===== config.mk =====
export PLATFORM = sky130hd
export DESIGN_NAME = fpa_accumulator
export DESIGN_NICKNAME = d
export VERILOG_FILES = /design/src/rtl/fpa_accumulator.sv
export SDC_FILE = /design/constraint.sdc
export NUM_CORES = 1
export LEC_CHECK = 0
export CORE_MARGIN = 3
export CORE_UTILIZATION = 30
export DETAILED_ROUTE_END_ITERATION = 16
export GPL_TIMING_DRIVEN = 0
export PLACE_DENSITY = 0.5
export SLEW_MARGIN = 15
export SYNTH_ARGS = -nofsm -noshare
export SYNTH_HDL_FRONTEND = slang
export SYNTH_SLANG_ARGS = --single-unit

===== constraint.sdc =====
create_clock -name clk -period 15.5 [get_ports clk]
set_clock_uncertainty 0.1 [all_clocks]
set_input_delay 4.65 -clock clk [delete_from_list [all_inputs] [get_ports clk]]
set_output_delay 4.65 -clock clk [all_outputs]
set_load 0.05 [all_outputs]

===== src/rtl/fpa_accumulator.sv =====
// -----------------------------------------------------------------------------
// fpa_accumulator
//   Streaming IEEE-754 binary32 accumulator. Operand beats arrive on a
//   valid/ready input port and are left-folded into a running sum through a
//   single combinational fpa adder. On the beat flagged last, the packet sum,
//   a saturating beat count and sticky NaN/Inf flags are presented on a
//   valid/ready output port one cycle later.
//
// Handshake rule (both ports): a transfer happens on the rising clk edge where
//   valid and ready are both 1. A source holds valid/data stable until the
//   transfer; ready never depends combinationally on valid.
//
// Ports:
//   clk        rising-edge clock
//   rst        asynchronous active-high reset
//   in_valid   operand beat valid
//   in_ready   block can accept a beat this cycle (state != DONE)
//   in_data    binary32 operand
//   in_last    marks the final beat of a packet
//   out_valid  packet sum valid
//   out_ready  consumer accepts the sum
//   out_data   binary32 packet sum
//   out_count  beats accepted in the packet, saturating at all-ones
//   out_nan    some intermediate/final sum in the packet was a NaN
//   out_inf    some intermediate/final sum in the packet was an infinity
//   dbg_state  current FSM state (0=IDLE, 1=ACCUM, 2=DONE)
// -----------------------------------------------------------------------------

// fpa: combinational binary32 adder, round-to-nearest-even, full subnormal
// support. Any NaN input, or +Inf plus -Inf, yields the quiet NaN 7FC00000.
// Exact cancellation gives +0; only (-0)+(-0) gives -0.
module fpa (
  input  logic [31:0] number_A,
  input  logic [31:0] number_B,
  output logic [31:0] result
);
  logic        w_a_nan, w_b_nan, w_a_inf, w_b_inf, w_swap;
  logic        w_s_big, w_s_small, w_sticky, w_rnd;
  logic [31:0] w_big, w_small;
  logic [8:0]  w_e_big, w_e_small, w_d, w_lz, w_sh, w_e_n, w_e_f;
  logic [26:0] w_m_big, w_m_small, w_m_shift, w_norm;
  logic [27:0] w_sum;
  logic [24:0] w_mant25;
  logic [23:0] w_m_fin;

  always_comb begin
    w_a_nan   = (number_A[30:23] == 8'hFF) && (number_A[22:0] != 23'd0);
    w_b_nan   = (number_B[30:23] == 8'hFF) && (number_B[22:0] != 23'd0);
    w_a_inf   = (number_A[30:23] == 8'hFF) && (number_A[22:0] == 23'd0);
    w_b_inf   = (number_B[30:23] == 8'hFF) && (number_B[22:0] == 23'd0);
    // Order operands by magnitude so the subtraction below never goes negative.
    w_swap    = (number_B[30:0] > number_A[30:0]);
    w_big     = w_swap ? number_B : number_A;
    w_small   = w_swap ? number_A : number_B;
    w_s_big   = w_big[31];
    w_s_small = w_small[31];
    // Subnormals use effective exponent 1 with no hidden bit.
    w_e_big   = (w_big[30:23] == 8'd0)   ? 9'd1 : {1'b0, w_big[30:23]};
    w_e_small = (w_small[30:23] == 8'd0) ? 9'd1 : {1'b0, w_small[30:23]};
    // Three extra low bits carry guard, round and sticky information.
    w_m_big   = {(w_big[30:23] != 8'd0),   w_big[22:0],   3'b000};
    w_m_small = {(w_small[30:23] != 8'd0), w_small[22:0], 3'b000};
    w_d       = w_e_big - w_e_small;

    if (w_d >= 9'd27) begin
      w_m_shift = 27'd0;
      w_sticky  = |w_m_small;
    end else begin
      w_m_shift = w_m_small >> w_d;
      w_sticky  = |(w_m_small & ~({27{1'b1}} << w_d));
    end
    w_m_shift[0] = w_m_shift[0] | w_sticky;

    if (w_s_big == w_s_small) w_sum = {1'b0, w_m_big} + {1'b0, w_m_shift};
    else                      w_sum = {1'b0, w_m_big} - {1'b0, w_m_shift};

    w_lz = 9'd27;
    for (int i = 0; i < 27; i++) begin
      if (w_sum[i]) w_lz = 9'(26 - i);
    end

    w_norm = 27'd0;
    w_e_n  = 9'd0;
    w_sh   = 9'd0;
    if (w_sum[27]) begin
      // Carry out of the add: shift right once, folding the lost bit into sticky.
      w_norm = w_sum[27:1] | {26'd0, w_sum[0]};
      w_e_n  = w_e_big + 9'd1;
    end else begin
      // Left-normalise, but never below effective exponent 1 (subnormal result).
      w_sh   = (w_lz > (w_e_big - 9'd1)) ? (w_e_big - 9'd1) : w_lz;
      w_norm = w_sum[26:0] << w_sh;
      w_e_n  = w_e_big - w_sh;
    end

    w_rnd    = w_norm[2] & (w_norm[1] | w_norm[0] | w_norm[3]);
    w_mant25 = {1'b0, w_norm[26:3]} + {24'd0, w_rnd};
    if (w_mant25[24]) begin
      w_m_fin = w_mant25[24:1];
      w_e_f   = w_e_n + 9'd1;
    end else begin
      w_m_fin = w_mant25[23:0];
      w_e_f   = w_e_n;
    end

    if (w_a_nan || w_b_nan || (w_a_inf && w_b_inf && (number_A[31] != number_B[31])))
      result = 32'h7FC0_0000;
    else if (w_a_inf)
      result = number_A;
    else if (w_b_inf)
      result = number_B;
    else if (w_sum == 28'd0)
      result = {number_A[31] & number_B[31], 31'd0};
    else if (w_e_f >= 9'd255)
      result = {w_s_big, 8'hFF, 23'd0};
    else
      // A clear hidden bit means the result stayed subnormal: exponent field 0.
      result = {w_s_big, (w_m_fin[23] ? w_e_f[7:0] : 8'h00), w_m_fin[22:0]};
  end
endmodule

module fpa_accumulator #(
  parameter int CNT_W = 16
) (
  input  logic             clk,
  input  logic             rst,
  input  logic             in_valid,
  output logic             in_ready,
  input  logic [31:0]      in_data,
  input  logic             in_last,
  output logic             out_valid,
  input  logic             out_ready,
  output logic [31:0]      out_data,
  output logic [CNT_W-1:0] out_count,
  output logic             out_nan,
  output logic             out_inf,
  output logic [1:0]       dbg_state
);
  typedef enum logic [1:0] {
    S_IDLE  = 2'd0,
    S_ACCUM = 2'd1,
    S_DONE  = 2'd2
  } state_t;

  state_t           r_state;
  logic [31:0]      r_acc;
  logic [CNT_W-1:0] r_cnt;
  logic             r_nan, r_inf;

  logic [31:0]      w_sum, w_new_acc;
  logic [CNT_W-1:0] w_new_cnt;
  logic             w_accept, w_new_nan, w_new_inf, w_first;

  fpa u_fpa (
    .number_A (r_acc),
    .number_B (in_data),
    .result   (w_sum)
  );

  assign in_ready  = (r_state != S_DONE);
  assign dbg_state = r_state;
  assign w_accept  = in_valid & in_ready;
  assign w_first   = (r_state == S_IDLE);

  // First beat is loaded verbatim so -0 and special values survive untouched.
  assign w_new_acc = w_first ? in_data : w_sum;
  assign w_new_cnt = w_first ? CNT_W'(1) :
                     ((&r_cnt) ? r_cnt : r_cnt + CNT_W'(1));
  assign w_new_nan = (w_first ? 1'b0 : r_nan) |
                     ((w_new_acc[30:23] == 8'hFF) && (w_new_acc[22:0] != 23'd0));
  assign w_new_inf = (w_first ? 1'b0 : r_inf) |
                     ((w_new_acc[30:23] == 8'hFF) && (w_new_acc[22:0] == 23'd0));

  always_ff @(posedge clk or posedge rst) begin
    if (rst) begin
      r_state   <= S_IDLE;
      r_acc     <= 32'd0;
      r_cnt     <= '0;
      r_nan     <= 1'b0;
      r_inf     <= 1'b0;
      out_valid <= 1'b0;
      out_data  <= 32'd0;
      out_count <= '0;
      out_nan   <= 1'b0;
      out_inf   <= 1'b0;
    end else begin
      case (r_state)
        S_IDLE, S_ACCUM: begin
          if (w_accept) begin
            r_acc <= w_new_acc;
            r_cnt <= w_new_cnt;
            r_nan <= w_new_nan;
            r_inf <= w_new_inf;
            if (in_last) begin
              r_state   <= S_DONE;
              out_valid <= 1'b1;
              out_data  <= w_new_acc;
              out_count <= w_new_cnt;
              out_nan   <= w_new_nan;
              out_inf   <= w_new_inf;
            end else begin
              r_state <= S_ACCUM;
            end
          end
        end
        S_DONE: begin
          if (out_ready) begin
            out_valid <= 1'b0;
            r_state   <= S_IDLE;
            r_acc     <= 32'd0;
            r_cnt     <= '0;
            r_nan     <= 1'b0;
            r_inf     <= 1'b0;
          end
        end
        default: r_state <= S_IDLE;
      endcase
    end
  end
endmodule


After elaboration in Yosys (flattened, before gate mapping)
Index checks and enable logic that the tools add are counted.
Operators by class
  add/subtract/negate cells: 9
  order comparisons: 4
  eq/ne operators: 11
  shifts and indexed selects: 3
  mux-type cells: 68
  bitwise operators: 11
  reduce and logical (&&, ||, !) cells: 31
Operator list (number)
  two-way mux 32 bit: 9
  two-way mux 5 bit: 16
  zero test 23 bit: 3
  nonzero test 23 bit: 3
  two-way mux 16 bit: 4
  case mux 32 bit (2 select lines): 1
  two-way mux 27 bit: 2
  two-way mux 4 bit: 8
  case mux 16 bit (2 select lines): 1
  > comparator 31 bit: 1
  two-way mux 31 bit: 1
  adder 27 x 27 -> 28 bit: 1
  zero test 28 bit: 1
  two-way mux 28 bit: 1
  subtractor 27 x 27 -> 28 bit: 1
  AND 27 bit: 1
  two-way mux 9 bit: 3
  NOT 27 bit: 1
  OR 27 x 1 -> 27 bit: 1
  OR reduction 27 bit: 1
  left shift 27 x 9 -> 27 bit: 1
  left shift 27 x 9 -> 27 bit (first input constant): 1
  >> shifter 27 x 9 -> 27 bit: 1
  adder 24 x 1 -> 25 bit: 1
  33 further kinds: 73
Storage, ports and cells
  register bits: 103
  bits of input ports: 37
  output and inout bits: 54
  word-level logic and storage cells: 147

Longest topological paths before layout
  word-level depth: 61
  gate-level depth with buffers: 95
  gate-level depth less buffers: 83

By module
From an unflattened synthesis, not the netlist that was laid out.
Second synthesis, totals
  cells, all modules: 2473
  area total of the unflattened synthesis: 17835.9 um2
Modules (own cells, without submodules)
  fpa: times used 1, cells each 1982, area each 13061.3 um2, sequential area each 0.0 um2
  fpa_accumulator: times used 1, cells each 491, area each 4774.6 um2, sequential area each 2577.5 um2

Worst setup path before layout
No wires, ideal clock.
  path kind: input port to flip-flop
  from: input port in_data[26]
  to: register out_inf
  library setup time: 0.077 ns
  data arrival time: 20.636 ns
  data required time: 15.323 ns
  path slack: -5.314 ns
  cell stages on the path: 86
  path buffers: 15
  cells stage by stage: ha_1 > nand4_1 > nor2_1 > a222oi_1 > a21oi_2 > nor2_2 > buf_6 > buf_6 > buf_4 > clkbuf_1 > buf_1 > buf_1 > clkbuf_1 > a21oi_1 > fa_1 > a21o_1 > a21o_4 > a311o_1 > (+50 left out) > a21o_1 > a21oi_1 > inv_1 > a21oi_1 > or3_1 > a31oi_1 > a311o_1 > o31ai_2 > nand3b_1 > xor2_1 > a41oi_1 > nand4_1 > nor2b_1 > buf_6 > a2bb2oi_2 > nand4bb_4 > or4_1 > o21ai_1
Between the ends
  word-level cells in the longest chain between the ends: 59
  elaborated cells on any way between the ends: 87
  those cells by class: add/sub (8); order compare (4); eq/ne (3); shift (3); mux (46); bitwise (8); reduce/logical (15)
Ends and longest elaborated chain
  from (decl): line 129  | input logic [31:0] in_data,
  > comparator 31 bit: line 52  | w_swap = (number_B[30:0] > number_A[30:0]);
  two-way mux 32 bit, on equally long branches: line 53, 54
  zero test 8 bit, on equally long branches: line 58, 59
  two-way mux 8 bit, on equally long branches: line 58, 59
  subtractor 9 bit: line 63  | w_d = w_e_big - w_e_small;
  left shift 27 x 9 -> 27 bit: line 70  | w_sticky = |(w_m_small & ~({27{1'b1}} << w_d));
  NOT 27 bit: line 70
  AND 27 bit: line 70
  (+43 left out)
  two-way mux 32 bit: line 112  | else if (w_sum == 28'd0)
  two-way mux 32 bit: line 110  | else if (w_b_inf)
  two-way mux 32 bit: line 108  | else if (w_a_inf)
  two-way mux 32 bit: line 106  | if (w_a_nan || w_b_nan || (w_a_inf && w_b_inf && (number_A[31] != number_B[31])))
  two-way mux 32 bit *: line 166  | assign w_new_acc = w_first ? in_data : w_sum;
  zero test 23 bit / == test 8 bit (equally long branches): line 172  | ((w_new_acc[30:23] == 8'hFF) && (w_new_acc[22:0] == 23'd0));
  logical AND 1 bit *: line 172
  OR 1 bit *: line 171  | assign w_new_inf = (w_first ? 1'b0 : r_inf) |
  to (signal assigned): line 200  | out_inf <= w_new_inf;
  to (decl): line 136  | output logic out_inf,
Mark *: on every way between the ends. The rest lies on a longest branch, timed or not.
A chain may end at the register's enable or synchronous reset.

Final worst setup path
  from: input port in_data[21]
  to: register out_inf
Same word-level chain as after synthesis.

==> flow_summary.ini <==
[outcome]
outcome = finished with violations
violations = setup timing

[place]
io_buffers = 90
post-place-ws_ps = -9631
placed_cells = 3389
hpwl_mm = 78.57
globalplace.congestion = 1.001

[global_route]
grt_pass1_wl_mm = 147.3
grt_max_degree = 70
grtUsageTotal = 0.3089
antenna_found_initial = 2
first_global_vias = 21570
overflow = 0

[clock_network]
cts_tree = built
clkLatencyLatePin_ps = 360
hold_buffers = 0
clock_path_buffers = 2
path_clk_slew_ps = 80
numCtsBuffers = 9
cts_max_level = 3
ctsRootBufferMaster = clkbuf_16
cts_sinks = 103

[route]
drt-vias-per-instance = 6.412
wl_per_cell_um = 28.51
wl_mm = 101.5
drt_iter0_markers = 2522
drc = 0
drtPass1Iterations = 6
postRouteAntennaNets = 0
route.vias.total = 22820

[critical_path]
critical_path_buf_inv_count = 23
arrival_ps = 20360
crit_path_start_kind = input port
cp.required_ps = 15690
crit_type = in2reg
cp-end-kind = register
critPathSlowestCell = or4_4
critical-path-top-delay-family = compound AO/OA/AOI/OAI gates
slowest_delay_ps = 500
crit_fanout = 10

[floorplan]
start_util = 0.3040
die_h_um = 250.8
row_count = 89
io_pins = 91
die_w_um = 250.8
core_area_mm2 = 0.05913
fp.dieArea_mm2 = 0.06290

[synthesis]
synth_warnings = 0
synth_edf_count = 0
synthArstFlopShare = 1.000
dominantRegCellSynth = dfrtp_1
synth.yosys.seq_area_share = 0.1434
syn_avg_cell_area_um2 = 7.123
synth_nets = 2669
ys_ff_latch = 103
synthCells = 2524
yosysUniqueCellTypes = 127
syn-cell-area_mm2 = 0.01798

[finish]
synthToLayoutAreaGrowth_pct = 34.21
multi_input_area_mm2 = 0.01645
final_layout_size_suffix_gt1_frac = 0.2610
final.fill_count = 6063
layout.nets = 2925
seq_area_mm2 = 0.002577
fin_cells = 3559
fin_util = 0.4080

[timing]
setup_viol = 66
min_period_ps = 20170
worst_pin_slew_ps = 1253
grt_setup_unrepaired = yes
max_slew_margin = 0.1559
timing.final.crit_share = 1.301
drv_slew = 0
finalSetupTns_ps = -266800
hold_viol = 0
worst_slack_ps = -4666
max_freq_ghz = 0.04959

[run]
drv_cap = 0

[worst_hold_path]
hold_path_class = reg2reg
==> layer usage <==
| layer | vias to the layer above | part of all wire | GRT usage |
|---|---|---|---|
| met5 | - | 0 | 0 |
| met4 | 0 | 0.038 | 0.09618 |
| met3 | 227 | 0.095 | 0.05369 |
| met2 | 1299 | 0.44 | 0.4874 |
| met1 | 11290 | 0.43 | 0.4300 |
| li1 | 10010 | - | - |
==> final timing paths <==
kind	depth (start not counted)	slack (ps)	start	to
setup reg to reg	89	-1040	r_acc[27]$_DFFE_PP0P_	out_inf$_DFFE_PP0P_
max in group asynchronous	3	10070	rst	r_acc[24]$_DFFE_PP0P_
min in group asynchronous	2	4550	rst	out_count[10]$_DFFE_PP0P_
hold / removal	2	380	out_data[14]$_DFFE_PP0P_	out_data[14]$_DFFE_PP0P_
setup / recovery	89	-4670	in_data[21]	out_inf$_DFFE_PP0P_
hold reg to reg	2	380	out_data[14]$_DFFE_PP0P_	out_data[14]$_DFFE_PP0P_
==> flip-flops by register name, indices dropped and copies added, names as in the netlist, 2 cells and up <==
register   count
dbg_state      2
out_count     16
out_data      32
r_acc         32
r_cnt         16
==> final cells by class <==
| type | count | area share |
|---|---|---|
| sequential | 103 | 0.1068 |
| clock inverter | 7 | 0.002748 |
| inverter | 118 | 0.01888 |
| tap | 773 | 0.04009 |
| buffer | 151 | 0.04792 |
| timing repair buffer | 257 | 0.09236 |
| multi-input combinational | 2140 | 0.6818 |
| clock buffer | 9 | 0.009334 |
| antenna | 1 | 0.0001037 |
==> cells in the mapped netlist (all sizes together), types with 12 or more instances <==
library cell  count  area share
o21a             22      0.0092
clkbuf           93       0.019
nor4             22      0.0085
o32ai            14      0.0072
nand4            50       0.019
nor3             68       0.020
a21oi           192       0.055
a21boi           12      0.0050
a211oi           54       0.024
and3             27      0.0094
nand3            87       0.024
a2111oi          14      0.0090
o2111ai          12      0.0062
mux2             14      0.0088
nor2            209       0.044
mux2i            47       0.026
xnor2            42       0.022
a31oi            35       0.015
inv             116       0.024
xor2             25       0.013
dfrtp           103        0.14
o31ai            34       0.016
o22ai            46       0.017
nand2           338       0.071
or3              21      0.0079
nand2b           28      0.0097
buf              70       0.024
ha              105       0.073
and2             32       0.011
mux4             15       0.019
a22oi            20      0.0084
or2              20      0.0070
a21o             41       0.018
nor2b            22      0.0077
o21ai           215       0.061
o211ai           53       0.024
o31a             13      0.0063
==> stage by stage <==
step / hold slack [ps] / area (µm²)
floorplan: 340.3 / 18660
global route: 422.1 / 24130
finish: 379.7 / 24130
detailed placement: 371.1 / 20570
global placement: 367.5 / 20520
CTS: 388.5 / 23030
==> timing repair <==
| item | CTS | global route |
|---|---|---|
| cloned | 0 | 0 |
| gates resized for setup | 451 | 171 |
| endpoints found under the setup margin | 68 | 68 |
| buffers inserted | 113 | 53 |
| pin swaps | 121 | 105 |
==> worst reg2reg max path: cells and delay by family (launching register included) <==
kind / cells / cell delay (ps)
xor+xnor: 3 / 860
fa+ha+maj: 7 / 1690
compound gates: 36 / 6640
flops: 1 / 490
buf+inv: 24 / 3310
simple gates: 19 / 3420
==> logic make-up after synthesis <==
family / after synthesis / synth area share
muxes: 76 / 0.05393
adders and majority gates: 108 / 0.07641
and+or+nand+nor: 969 / 0.2651
AOI/OAI and AO/OA: 920 / 0.3586
xor gates and xnor gates: 67 / 0.03431
DFF: 103 / 0.1434
buffers and inverters: 281 / 0.06827
==> cells in the final DEF (no fill, tap or decap), types with 59 or more instances in the layout <==
master	netlist	routed
inv_1	113	104
dfrtp_1	103	103
nand3_1	87	77
nor2_1	208	191
o21ai_0	201	145
a21oi_1	187	139
nand2_1	335	324
clkdlybuf4s50_1	0	59
buf_4	6	164
ha_1	105	74
Power is left out: the tool's default activity adds up to more than one toggle a clock period on the data nets, which glitch-free logic cannot reach.
==> RTL change 1, RTL diff (same flow settings) <==
Reset style: synchronous (`rst`), changed in one clocked block. Comments in the files are not updated.
--- a/src/rtl/fpa_accumulator.sv
+++ b/src/rtl/fpa_accumulator.sv
@@ -173,3 +173,3 @@
 
-  always_ff @(posedge clk or posedge rst) begin
+  always_ff @(posedge clk) begin
     if (rst) begin
Formal check against the unedited RTL: not equivalent (a bounded check fails within 4 cycles, from zero or initial values and one cycle with rst high; the reset may be asserted at any time).
==> RTL change 1 against the original RTL <==
The flow still finishes with violations (setup timing). Final area increased by 3.9%. Largest cell class unchanged. Worst setup slack improved by 830 ps. Critical path depth decreased by 14. Routed wire length decreased by 2.5%. Hold slack got worse by 22 ps. Sequential cell count unchanged. Area after synthesis decreased by 1.9%. Register-to-register slack improved by 710 ps. Global-route usage decreased by 0.76 points.
Power is not shown: default switching activity piles up to over one toggle a cycle in this logic, so the estimate is an artifact.
==> RTL change 1: results (changes against the original RTL) <==
- Status: complete, but fails checks (unchanged)
- Failing checks: setup timing (unchanged)
- Unique masters post-synth: 128 (was 127)
- Fillers: 6,029 (was 6,063)
- Crit-path max cell delay: 630 ps (was 500 ps)
- Global-route wire length before repair: 145 mm (was 147 mm)
- Gr usage total: 0.301 (was 0.309)
- R2R depth: 77 (was 89)
- Asr flop ratio synth: 0 (was 1.00)
- Initial antenna violation count: 3 (was 2)
- Pin count of the biggest net entering global routing: 18 (was 70)
- Vias in the first global route: 22,200 (was 21,600)
- Post_cts resized: 643 (was 451)
- Setup Fix Bufs, Post-CTS: 180 (was 113)
- Post-synthesis sequential area ratio: 0.117 (was 0.143)
- CP arrival: 19,450 ps (was 20,360 ps)
- RR Startpoint: r_acc[27]$_SDFFE_PP0P_ (was r_acc[27]$_DFFE_PP0P_)
- Post-route setup slack: -3840 ps (was -4670 ps)
- Rel. slew slack: 0.134 (was 0.156)
- Synth cell count leaders: nand2_1 (339), nor2_1 (282), a21oi_1 (253), o21ai_0 (151) (was nand2_1 (335), nor2_1 (208), o21ai_0 (201), a21oi_1 (187), inv_1 (113))
- Final setup vio count: 66 (unchanged)
- Share of cells above drive strength 1: 0.299 (was 0.261)
- Hold wc startpoint: out_count[7]$_SDFFE_PP0P_ (was out_data[14]$_DFFE_PP0P_)
- GP Congestion: 1.02 (was 1.00)
- Reg2reg setup slack: -330 ps (was -1040 ps)
[RTL change 1: cell count changes in the layout (fill, tap and decap cells not counted), moves of 19 or more]
| cell | change |
|---|---|
| a21oi_1 | +59 |
| dfxtp_1 | +103 |
| o22ai_1 | -20 |
| buf_4 | +68 |
| o21ai_0 | -39 |
| dfrtp_1 | -103 |
| nor3_1 | +19 |
| a22oi_1 | +21 |
| nor2_1 | +67 |
| o21ai_1 | -20 |
[RTL change 1: area by class of cell]
cell class	instances	area, sq um	area share
clock inverters	5	63.8	0.00255
plain buffers	142	1000	0.0401
multi-input cells	2256	17400	0.696
repair inverters	1	7.51	0.000300
inverters	108	423	0.0169
repair buffers	326	2860	0.114
well taps	765	957	0.0382
clock buffers	11	243	0.00969
flip-flops and latches	103	2060	0.0823
[RTL change 1: tightest hold or removal path: cells and delay by family, from the launching register on]
family          cells  cell delay [ps]
compound gates      1               50
flops               1              310
simple gates        1               50
[RTL change 1: per-layer routing]
layer  GRT usage  up-vias  routed length, um
li1            -    10400                  -
met1       0.401    11300              42500
met2       0.490     1116              44200
met3      0.0448      282               7270
met4       0.119        2               4870
met5           0        -                 13
[RTL change 1: per-stage QoR]
step | setup TNS (ps) | std cells | setup slack [ps] | hold WS, ps
6_report | -236130 | 3717 | -3840 | 358
5_1_grt | -264660 | 3717 | -4270 | 380
4_1_cts | -232290 | 3665 | -3760 | 359
3_5_place_dp | -544150 | 3476 | -8620 | 349
3_3_place_gp | -548800 | 3476 | -8640 | 334
2_1_floorplan | -166880 | 2621 | -2840 | 326
[RTL change 1: kinds of logic after synthesis]
kind of cell	after synthesis	share of synthesized area
mux	75	0.0547
compound gates	892	0.346
flops	103	0.117
buf+inv	264	0.0605
xor+xnor	85	0.0422
fa+ha+maj	109	0.0785
simple gates	1093	0.301
==> RTL change 2, RTL diff (same flow settings) <==
Without the edit above. `CNT_W`: 16 -> 32.
--- a/src/rtl/fpa_accumulator.sv
+++ b/src/rtl/fpa_accumulator.sv
@@ -122,3 +122,3 @@
 module fpa_accumulator #(
-  parameter int CNT_W = 16
+  parameter int CNT_W = 32
 ) (
Interface: changed (resized out_count); port bits go from 91 to 107. The function was not compared with the original's and may differ.
==> RTL change 2 against the original RTL <==
The flow still finishes with violations (setup timing). First-iteration DRC count is 0.75% higher. Via count grew 7.3%. Routed wire length is 3.1% higher. Non-clock buffer count increased by 155. Area after synthesis rose by 6.4%. Worst setup slack improved by 890 ps. Synthesized cell count up 6.9%. Final area rose by 15%. Die area up 6.2%. Sequential cell count increased by 32.
Power is left out: the tool's default activity adds up to more than one toggle a clock period on the data nets, which glitch-free logic cannot reach.
==> RTL change 2: results (changes against the original RTL) <==
- Initial antenna violation count: 1 (was 2)
- Status: complete, but fails checks (unchanged)
- Worst Path Max Fanout: 9 (was 10)
- Xor/xnor share of the synthesized area: 0.0430 (was 0.0343)
- Synth Net Count: 2,844 (was 2,669)
- Via-to-Cell Ratio: 6.18 (was 6.41)
- Via count: 24,500 (was 22,800)
- R2R depth: 73 (was 89)
- Met3 Use GR: 0.0619 (was 0.0537)
- Post-route setup slack: -3780 ps (was -4670 ps)
- Failing checks: setup timing (unchanged)
- Met2 Wirelength: 46.6 mm (was 44.6 mm)
- Synth Area in Adders: 0.0724 (was 0.0764)
- CTS clk-pin slew, worst paths: 60 ps (was 80 ps)
- Final setup vio count: 66 (unchanged)
- Met2 usage: 0.481 (was 0.487)
- HPWL Detailed: 79.2 mm (was 78.6 mm)
- Clock Latency Late Sink: 430 ps (was 360 ps)
- Reg2reg setup slack: -320 ps (was -1040 ps)
- Num rows: 91 (was 89)
- GP Congestion: 0.983 (was 1.00)
- Met3 wire length: 9.61 mm (was 9.59 mm)
- Crit-path max cell delay: 580 ps (was 500 ps)
- Unique masters post-synth: 109 (was 127)
- Top cells by area, synth: dfrtp_1 (18%), o21ai_0 (7.6%), nand2_1 (7.4%) (was dfrtp_1 (14%), ha_1 (7.3%), nand2_1 (7.0%))
- RR Startpoint: r_acc[13]$_DFFE_PP0P_ (was r_acc[27]$_DFFE_PP0P_)
- Nets: 3,258 (was 2,925)
- Placed cells: 3,645 (was 3,389)
- Global-route wire length before repair: 154 mm (was 147 mm)
- TritonCTS buffer count: 17 (was 9)
- GR Util met1: 0.398 (was 0.430)
- Gr usage total: 0.300 (was 0.309)
- Rel. slew slack: 0.115 (was 0.156)
- Mux contribution to synthesized area: 0.0604 (was 0.0539)
- Fillers: 6,341 (was 6,063)
- Share of cells above drive strength 1: 0.287 (was 0.261)
- Met1 Wirelength: 43.7 mm (was 43.4 mm)
- Critical Path Start: in_data[13] (was in_data[21])
- CTS HTree Levels: 4 (was 3)
- Hold wc startpoint: out_data[10]$_DFFE_PP0P_ (was out_data[14]$_DFFE_PP0P_)
- Pin count of the biggest net entering global routing: 107 (was 70)
- Post-synthesis sequential area ratio: 0.177 (was 0.143)
- WL final: 105 mm (was 101 mm)
[RTL change 2: area by class of cell]
class | instances | area (sq um) | area share
Tap cell | 837 | 1050 | 0.0379
Buffer | 162 | 1160 | 0.0419
Clock buffer | 22 | 484 | 0.0175
Sequential cell | 135 | 3380 | 0.122
Timing Repair Buffer | 401 | 3550 | 0.128
Inverter | 113 | 444 | 0.0161
Multi-Input combinational cell | 2283 | 17400 | 0.631
Clock inverter | 10 | 144 | 0.00521
[RTL change 2: metrics by stage]
step	TNS (ps)	util	setup slack (ps)	instance area [sq um]	hold slack, ps
2_1_floorplan	-160160	-	-2780	19800	368
3_3_place_gp	-593460	0.351	-9390	21900	365
3_5_place_dp	-584560	0.352	-9280	21900	375
4_1_cts	-212930	0.416	-3480	25900	389
5_1_grt	-259680	0.443	-4250	27600	411
6_report	-229270	0.443	-3780	27600	382
[RTL change 2: repair_timing]
item	CTS	global route
gates resized for setup	569	243
setup buffers	193	99
pin swaps	128	154
cloned	2	0
endpoints found under the setup margin	68	68
